==> config.mk <==
export PLATFORM = sky130hd
export DESIGN_NAME = up_arbiter
export DESIGN_NICKNAME = d
export VERILOG_FILES = /design/src/rtl/up_arbiter.sv
export SDC_FILE = /design/constraint.sdc
export NUM_CORES = 1
export LEC_CHECK = 0
export CORE_AREA = 2 2 154 156
export DETAILED_ROUTE_END_ITERATION = 6
export DIE_AREA = 0 0 156 158
export SYNTH_ARGS = -nofsm -noshare
export SYNTH_HDL_FRONTEND = slang
export SYNTH_HIERARCHICAL = 1
export SYNTH_SLANG_ARGS = --single-unit
==> constraint.sdc <==
create_clock -name clk -period 2.03 [get_ports clk]
set_input_delay 0.203 -clock clk [delete_from_list [all_inputs] [get_ports clk]]
set_output_delay 0.203 -clock clk [all_outputs]
set_load 0.05 [all_outputs]
==> src/rtl/up_arbiter.sv <==
// Round-robin arbiter sharing one uP register-bank port between several
// requesters, with independent read/write channels and ack watchdogs.

module up_arbiter_chan #(
  parameter int N  = 2,
  parameter int PW = 16,
  parameter int TO = 255
) (
  input  logic          clk,
  input  logic          rst,
  input  logic [N-1:0]  req,
  input  logic [N*PW-1:0] payload,
  input  logic          ack_in,
  output logic          busy,
  output logic [PW-1:0] m_payload,
  output logic [N-1:0]  ack_out,
  output logic          timeout
);

  localparam int IW = (N > 1) ? $clog2(N) : 1;
  localparam int CW = (TO > 0) ? $clog2(TO + 1) : 1;

  typedef enum logic [1:0] {
    IDLE,
    GRANT,
    RELEASE
  } state_t;

  state_t        state;
  state_t        state_nxt;
  logic [IW-1:0] grant;
  logic [IW-1:0] last;
  logic [IW-1:0] pick;
  logic          found;
  logic [CW-1:0] cnt;
  logic          expire;
  logic [PW-1:0] pl [N];

  // Split the flat per-port payload bus into one word per port.
  always_comb begin
    for (int i = 0; i < N; i++) begin
      pl[i] = payload[i*PW +: PW];
    end
  end

  // Round robin: ports above the last grant first, then wrap to port 0.
  always_comb begin
    found = 1'b0;
    pick  = '0;
    for (int i = 0; i < N; i++) begin
      if (!found && req[i] && IW'(i) > last) begin
        found = 1'b1;
        pick  = IW'(i);
      end
    end
    for (int i = 0; i < N; i++) begin
      if (!found && req[i] && IW'(i) <= last) begin
        found = 1'b1;
        pick  = IW'(i);
      end
    end
  end

  assign expire  = (TO != 0) && (cnt == CW'(TO - 1));
  assign busy    = (state == GRANT);
  assign timeout = busy && !ack_in && expire;

  // Ack goes only to the granted port, from downstream or the watchdog.
  always_comb begin
    ack_out = '0;
    if (busy && (ack_in || expire)) begin
      ack_out[grant] = 1'b1;
    end
  end

  // State register.
  always_ff @(posedge clk or posedge rst) begin
    if (rst) begin
      state <= IDLE;
    end else begin
      state <= state_nxt;
    end
  end

  // Next state: one RELEASE cycle lets the requester drop its req.
  always_comb begin
    state_nxt = state;
    unique case (state)
      IDLE:    if (found) state_nxt = GRANT;
      GRANT:   if (ack_in || expire) state_nxt = RELEASE;
      RELEASE: state_nxt = IDLE;
      default: state_nxt = IDLE;
    endcase
  end

  // Latch the winner and its payload; run the saturating watchdog.
  always_ff @(posedge clk or posedge rst) begin
    if (rst) begin
      grant     <= '0;
      last      <= IW'(N - 1);
      m_payload <= '0;
      cnt       <= '0;
    end else if (state == IDLE && found) begin
      grant     <= pick;
      last      <= pick;
      m_payload <= pl[pick];
      cnt       <= '0;
    end else if (state == GRANT && cnt != CW'(TO)) begin
      cnt <= cnt + CW'(1);
    end
  end

endmodule

module up_arbiter #(
  parameter int NUM_PORTS      = 2,
  parameter int ADDRESS_WIDTH  = 16,
  parameter int BUS_WIDTH      = 4,
  parameter int TIMEOUT_CYCLES = 255
) (
  input  logic                                clk,
  input  logic                                rst,
  input  logic [NUM_PORTS-1:0]                s_up_rreq,
  input  logic [NUM_PORTS*ADDRESS_WIDTH-1:0]  s_up_raddr,
  output logic [NUM_PORTS-1:0]                s_up_rack,
  output logic [BUS_WIDTH*8-1:0]              s_up_rdata,
  input  logic [NUM_PORTS-1:0]                s_up_wreq,
  input  logic [NUM_PORTS*ADDRESS_WIDTH-1:0]  s_up_waddr,
  input  logic [NUM_PORTS*BUS_WIDTH*8-1:0]    s_up_wdata,
  output logic [NUM_PORTS-1:0]                s_up_wack,
  output logic                                m_up_rreq,
  output logic [ADDRESS_WIDTH-1:0]            m_up_raddr,
  input  logic                                m_up_rack,
  input  logic [BUS_WIDTH*8-1:0]              m_up_rdata,
  output logic                                m_up_wreq,
  output logic [ADDRESS_WIDTH-1:0]            m_up_waddr,
  output logic [BUS_WIDTH*8-1:0]              m_up_wdata,
  input  logic                                m_up_wack,
  output logic                                rd_timeout,
  output logic                                wr_timeout
);

  localparam int AW  = ADDRESS_WIDTH;
  localparam int DW  = BUS_WIDTH * 8;
  localparam int WPW = AW + DW;

  logic [NUM_PORTS*WPW-1:0] wpay;
  logic [WPW-1:0]           wpay_m;
  logic [DW-1:0]            rdata_q;
  logic                     rack_any;

  up_arbiter_chan #(
    .N  (NUM_PORTS),
    .PW (AW),
    .TO (TIMEOUT_CYCLES)
  ) rd_chan (
    .clk       (clk),
    .rst       (rst),
    .req       (s_up_rreq),
    .payload   (s_up_raddr),
    .ack_in    (m_up_rack),
    .busy      (m_up_rreq),
    .m_payload (m_up_raddr),
    .ack_out   (s_up_rack),
    .timeout   (rd_timeout)
  );

  // Pack each write port's address and data into one payload word.
  always_comb begin
    wpay = '0;
    for (int i = 0; i < NUM_PORTS; i++) begin
      wpay[i*WPW +: WPW] = {s_up_wdata[i*DW +: DW], s_up_waddr[i*AW +: AW]};
    end
  end

  up_arbiter_chan #(
    .N  (NUM_PORTS),
    .PW (WPW),
    .TO (TIMEOUT_CYCLES)
  ) wr_chan (
    .clk       (clk),
    .rst       (rst),
    .req       (s_up_wreq),
    .payload   (wpay),
    .ack_in    (m_up_wack),
    .busy      (m_up_wreq),
    .m_payload (wpay_m),
    .ack_out   (s_up_wack),
    .timeout   (wr_timeout)
  );

  assign m_up_waddr = wpay_m[AW-1:0];
  assign m_up_wdata = wpay_m[WPW-1:AW];
  assign rack_any   = |s_up_rack;

  // Hold the last returned read word; a watchdog expiry returns zero.
  always_ff @(posedge clk or posedge rst) begin
    if (rst) begin
      rdata_q <= '0;
    end else if (rack_any) begin
      rdata_q <= rd_timeout ? '0 : m_up_rdata;
    end
  end

  assign s_up_rdata = !rack_any  ? rdata_q :
                      rd_timeout ? '0 : m_up_rdata;

endmodule

Yosys cells after proc, flatten, opt, wreduce, memory -nomap -nowiden
Cells that the tools add are included.
{"block": "classes", "n_eq_ne": 10, "reduce_logical": 43, "n_lt_le_gt_ge": 14, "add_sub_neg": 2, "bitwise_logic": 2, "n_mux": 38}
{"operator": "$mux 48", "count": 3}
{"operator": "$mux 32", "count": 2}
{"operator": "$mux 16", "count": 3}
{"operator": "$mux 8", "count": 4}
{"operator": "$logic_and 1x1->1", "count": 26}
{"operator": "$add 8x1->8 const B", "count": 2}
{"operator": "$eq 8x8->1 const B", "count": 2}
{"operator": "$mux 1", "count": 16}
{"operator": "$ne 8x8->1 const B", "count": 2}
{"operator": "$mux 2", "count": 6}
{"operator": "$logic_not 1->1", "count": 8}
{"operator": "$pmux 2 s2", "count": 2}
{"operator": "$eq 2x1->1 const B", "count": 2}
{"operator": "$ge 2x2->1 const B", "count": 2}
{"operator": "$gt 1x1->1 const A", "count": 4}
{"operator": "$le 1x1->1 const A", "count": 4}
{"operator": "$logic_not 2->1", "count": 2}
{"operator": "$lt 1x2->1 const B", "count": 2}
{"operator": "$ne 2x1->1 const B", "count": 2}
{"operator": "$ne 2x2->1 const B", "count": 2}
{"operator": "$not 1->2", "count": 2}
{"operator": "$reduce_and 2->1", "count": 2}
{"operator": "$reduce_bool 2->1", "count": 2}
{"operator": "$demux 1 s1", "count": 2}
{"operator": "other kinds (3)", "count": 5}
{"block": "word_totals", "regBits": 120, "output_inout_bits": 104}

Depth between registers and ports, before layout
{"block": "depth", "word_depth": 19, "depth_mapped": 8, "mapped_depth_nobuf": 7}

Cells and area by module
The synthesis kept the hierarchy.
{"module": "up_arbiter_chan at wr_chan", "instances": 1, "seq_area_each_um2": 1502.7, "area_each_um2": 2811.4, "cells_per_inst": 269}
{"module": "up_arbiter", "instances": 1, "seq_area_each_um2": 800.8, "area_each_um2": 1436.4, "cells_per_inst": 104}
{"module": "up_arbiter_chan at rd_chan", "instances": 1, "seq_area_each_um2": 701.9, "area_each_um2": 1402.6, "cells_per_inst": 135}

Worst setup path before layout
No wires, ideal clock.
{"block": "synth_path", "path_type": "reg2out", "from": "register rd_chan.cnt[5]", "to": "output port s_up_rdata[10]", "required_time_ns": 1.827, "t_arrival_ns": 3.049, "n_path_buf": 1, "setup_slack_ns": -1.222, "stages_incl_launch_ff": 7, "cell_sequence": "dfrtp_1 -> and4_4 -> and4_4 -> nor3b_1 -> buf_2 -> nor2b_1 -> mux2_2"}
{"item": "start: declaration", "line": "35", "rtl": "logic [CW-1:0] cnt;"}
{"item": "start signal: assignment", "line": "109", "rtl": "cnt <= cnt + CW'(1);"}
{"item": "$eq 8x8->1", "line": "64", "rtl": "assign expire = (TO != 0) && (cnt == CW'(TO - 1));"}
{"item": "$logic_and 1x1->1", "line": "66", "rtl": "assign timeout = busy && !ack_in && expire;"}
{"item": "via rd_timeout", "line": "139", "rtl": "output logic rd_timeout,"}
{"item": "$mux 32", "line": "206", "rtl": "rd_timeout ? '0 : m_up_rdata;"}
{"item": "$mux 32"}
{"item": "end: declaration", "line": "126", "rtl": "output logic [BUS_WIDTH*8-1:0] s_up_rdata,"}
The timed path passes the listed nets, and every way through them passes these cells.

Worst setup path in the final report
{"block": "layout_path", "from": "register rd_chan.cnt[0]", "to": "output port s_up_rdata[22]"}
{"block": "layout_via", "elab_chain_len": 6}
{"item": "$eq 8x8->1 *", "line": "64"}
{"item": "$logic_or 1x1->1", "line": "71", "rtl": "if (busy && (ack_in || expire)) begin"}
{"item": "$logic_and 1x1->1", "line": "71"}
{"item": "$mux 2", "line": "71"}
{"item": "$reduce_or 2->1", "line": "194", "rtl": "assign rack_any = |s_up_rack;"}
{"item": "$mux 32 *"}
Every way passes the cells marked *; elsewhere a longest branch is shown, timed or not.

==> results.md <==
- Status: complete, but fails checks
- Failing checks: setup timing
- Syn nets: 680
- Fillcell total: 2179
- Final setup vio count: 37
- Initial antenna violation count: 0
- CTS tree: done
- N_diodes: 0
- Worst setup SP type: register
- Syn avg cell area: 11.1 sq um
- ANT nets after route: 0
- Grt total ovfl: 0
- Worst Tran Pin Value: 593 ps
- CP max-delay cell: dfrtp_1
- Yosys top cell area share: 0.523
- Worst path cell trace: inv_1, ha_2, and4_4, o21a_4, and2b_2, nor2_4, buf_6, clkbuf_16, mux2_4, buf_12
- CTS H-tree depth: 4
- Syn-to-layout area delta: 81.3%
- Tcrit/Tclk final: 1.32
- Worst Path Arrival: 2470 ps
- Post-synth EDFFs: 0
- Die ar.: 24600 sq um
- Final worst slack: -644 ps
- Number of global-route vias before repair: 4720
- Slew margin rel.: 0.604
- I/O pin count: 272
- Total GRT Usage: 0.137
- Reg power frac: 0.223
- Crit path largest cell delay: 340 ps
- Share of layout cells above drive strength 1: 0.227
- Switching Power: 0.00806 W
- Die Ht: 158 um
- MaxCap Viol Count: 0
- Synth top area cells: dfrtp_1 (52%), mux2i_1 (12%), mux2_2 (6.2%)
- Setup TNS: -20390 ps
- Final hold slack: 151 ps
- Buf+Inv Stages, Crit Path: 4
- Buffers added on ports: 271
- Power per cell area: 1770 nW/um^2
- Worst min-delay path category: in -> async
- Post-synthesis sequential area ratio: 0.532
- Cell count after synthesis: 508
- Most common cell after layout, fill and taps aside: clkdlybuf4s50_1
- Starting density of the core: 0.245
- Final hold viol count: 0
- Row count: 56
- Main synth FF type: dfrtp_1
- Clock Latency Late Sink: 410 ps
- CTS clk-pin slew, worst paths: 60 ps
- CTS root buf: clkbuf_16
- Max Buffers Root-to-Sink: 2
- Pin count of the biggest net entering global routing: 66
- Max Slew Vio Count: 0
- Most frequent cells in the layout: clkdlybuf4s50_1 (231), dfrtp_1 (118), nand2_1 (82), mux2i_1 (68), o21ai_0 (51)
- Int Power: 0.0100 W
- Worst setup EP type: output port
- # DRC: 0
- Yosys reg bits: 120
- Nets: 997
- CP required: 1830 ps
- Core area: 23100 sq um
- Vias: 4787
- Largest area contributor in the netlist: dfrtp_1
- Clock net sink count: 120
- Drt first pass iters: 4
- Sw Ratio: 0.446
- Cell Area, Synth: 5650 sq um
- Leakage: 4.55 nW
- Highest clock rate: 374 MHz
- Family with the most delay on the worst path: simple AND/OR/NAND/NOR gates
- Fraction of registers with async set/reset: 1.00
- Clock Power Share: 0.166
- Yosys cell types: 53
- Worst-case vdd ir drop: 0.613 mV
- WL/cell: 15.4 um
- Placer Congestion: 0.751
- Yosys warns: 6
- WL final: 17400 um
- DP HPWL: 12700 um
- Part of the power in combinational logic: 0.611
- RSZ-0062 raised after global routing: yes
- Min cycle time layout: 2670 ps
- Multi-input logic area: 2630 sq um
- Die width: 156 um
- Via density: 4.24
- First-pass GRT wire length: 26100 um
- DR iter-0 viols: 225
- Fin Clk Skew: 8.98 ps
- CTS Buf Count: 17
- Register area: 3010 sq um
- WS Path Type: reg -> out
- Crit Path Max Fanout: 6
-- power groups by stage --
stage	registers, W	logic (W)	clock network (W)
after floorplan	0.00617	0.00419	0
after global placement	0.00404	0.0106	0
after detailed placement	0.00405	0.0107	0
after CTS	0.00404	0.0108	0.00309
after global routing	0.00417	0.0116	0.00320
final	0.00403	0.0111	0.00300
-- per-stage QoR --
stage | util | instance area, sq um | setup WS (ps) | std cells | power [W]
after floorplan | - | 5800 | -260 | 508 | 0.0104
after global placement | 0.406 | 9370 | -214 | 1075 | 0.0146
after detailed placement | 0.406 | 9370 | -226 | 1075 | 0.0147
after CTS | 0.435 | 10000 | -672 | 1112 | 0.0179
after global routing | 0.444 | 10200 | -726 | 1128 | 0.0190
final | 0.444 | 10200 | -644 | 1128 | 0.0181
-- timing repair --
| item | CTS | global route |
|---|---|---|
| hold buffers | 0 | 0 |
| endpoints found under the setup margin | 45 | 61 |
| cloned | 0 | 3 |
| endpoints found under the hold margin | 0 | 0 |
| setup buffers | 5 | 14 |
| gates resized for setup | 11 | 18 |
| pin swaps | 2 | 8 |
-- layout make-up --
cell class,instances,share of cell area
multi-input cells,351,0.257
well taps,290,0.0354
inverters,10,0.00366
clock inverters,12,0.0112
clock buffers,20,0.0455
repair buffers,325,0.354
flip-flops and latches,120,0.293
-- cell families (layout without fill, tap and decap cells) --
| logic type | count (synthesis) | after routing | share of synthesized area |
|---|---|---|---|
| simple gates | 147 | 147 | 0.132 |
| flops | 120 | 120 | 0.532 |
| mux | 100 | 100 | 0.185 |
| compound gates | 97 | 97 | 0.101 |
| buf+inv | 37 | 367 | 0.0361 |
| fa+ha+maj | 4 | 4 | 0.00886 |
| xor+xnor | 3 | 3 | 0.00465 |
-- cell usage after synthesis (2+ instances only) --
cell      number
dfrtp_1      118
nand2_1       82
mux2i_1       68
o21ai_0       51
nor2b_1       34
mux2_2        31
o21ai_1       16
clkbuf_1      13
inv_1          8
a21oi_1        7
buf_2          7
nor2_1         6
o31ai_1        5
ha_1           4
a31oi_1        3
clkbuf_8       3
o211ai_1       3
o21a_1         3
a21boi_2       2
a311oi_1       2
and2_1         2
and4_4         2
buf_4          2
dfstp_2        2
nand2b_4       2
nand3_1        2
nand4_1        2
nor3b_1        2
xnor2_1        2
-- worst reg2reg max path, cell delays in order (launching register included) --
cell and delay (ps):
dfrtp_1 340, inv_1 50, ha_2 170, and4_4 190, o21a_4 190, and2b_2 210, nor2_4 150, buf_6 140
buf_12 130, mux2_4 330, buf_6 120
-- flip-flops by register name, indices dropped and copies added, names as in the netlist --
name,cells
wr_chan/m_payload,48
rdata_q,32
rd_chan/m_payload,16
rd_chan/cnt,8
wr_chan/cnt,8
rd_chan/state,2
wr_chan/state,2
rd_chan/grant,1
rd_chan/last,1
wr_chan/grant,1
wr_chan/last,1
-- final timing paths --
| path | startpoint | endpoint | slack, ps | cells after the start |
|---|---|---|---|---|
| max | rd_chan/cnt[0] | s_up_rdata[22] | -640 | 10 |
| min | rst | wr_chan/m_payload[0] | 150 | 2 |
| max reg2reg | rd_chan/cnt[0] | rdata_q[1] | -90 | 10 |
| min reg2reg | rd_chan/last | rd_chan/last | 470 | 2 |
| max in group asynchronous | rst | wr_chan/m_payload[33] | 1310 | 3 |
| min in group clk | s_up_raddr[11] | rd_chan/m_payload[11] | 410 | 3 |
-- routing by layer --
layer,vias up,global-route usage,wire length [um]
met3,19,0.0290,793
met5,-,0,0
met1,2230,0.180,7780
met2,140,0.219,8420
met4,0,0.0585,367
li1,2398,-,-
No activity file was read; power rests on OpenSTA's default activity.
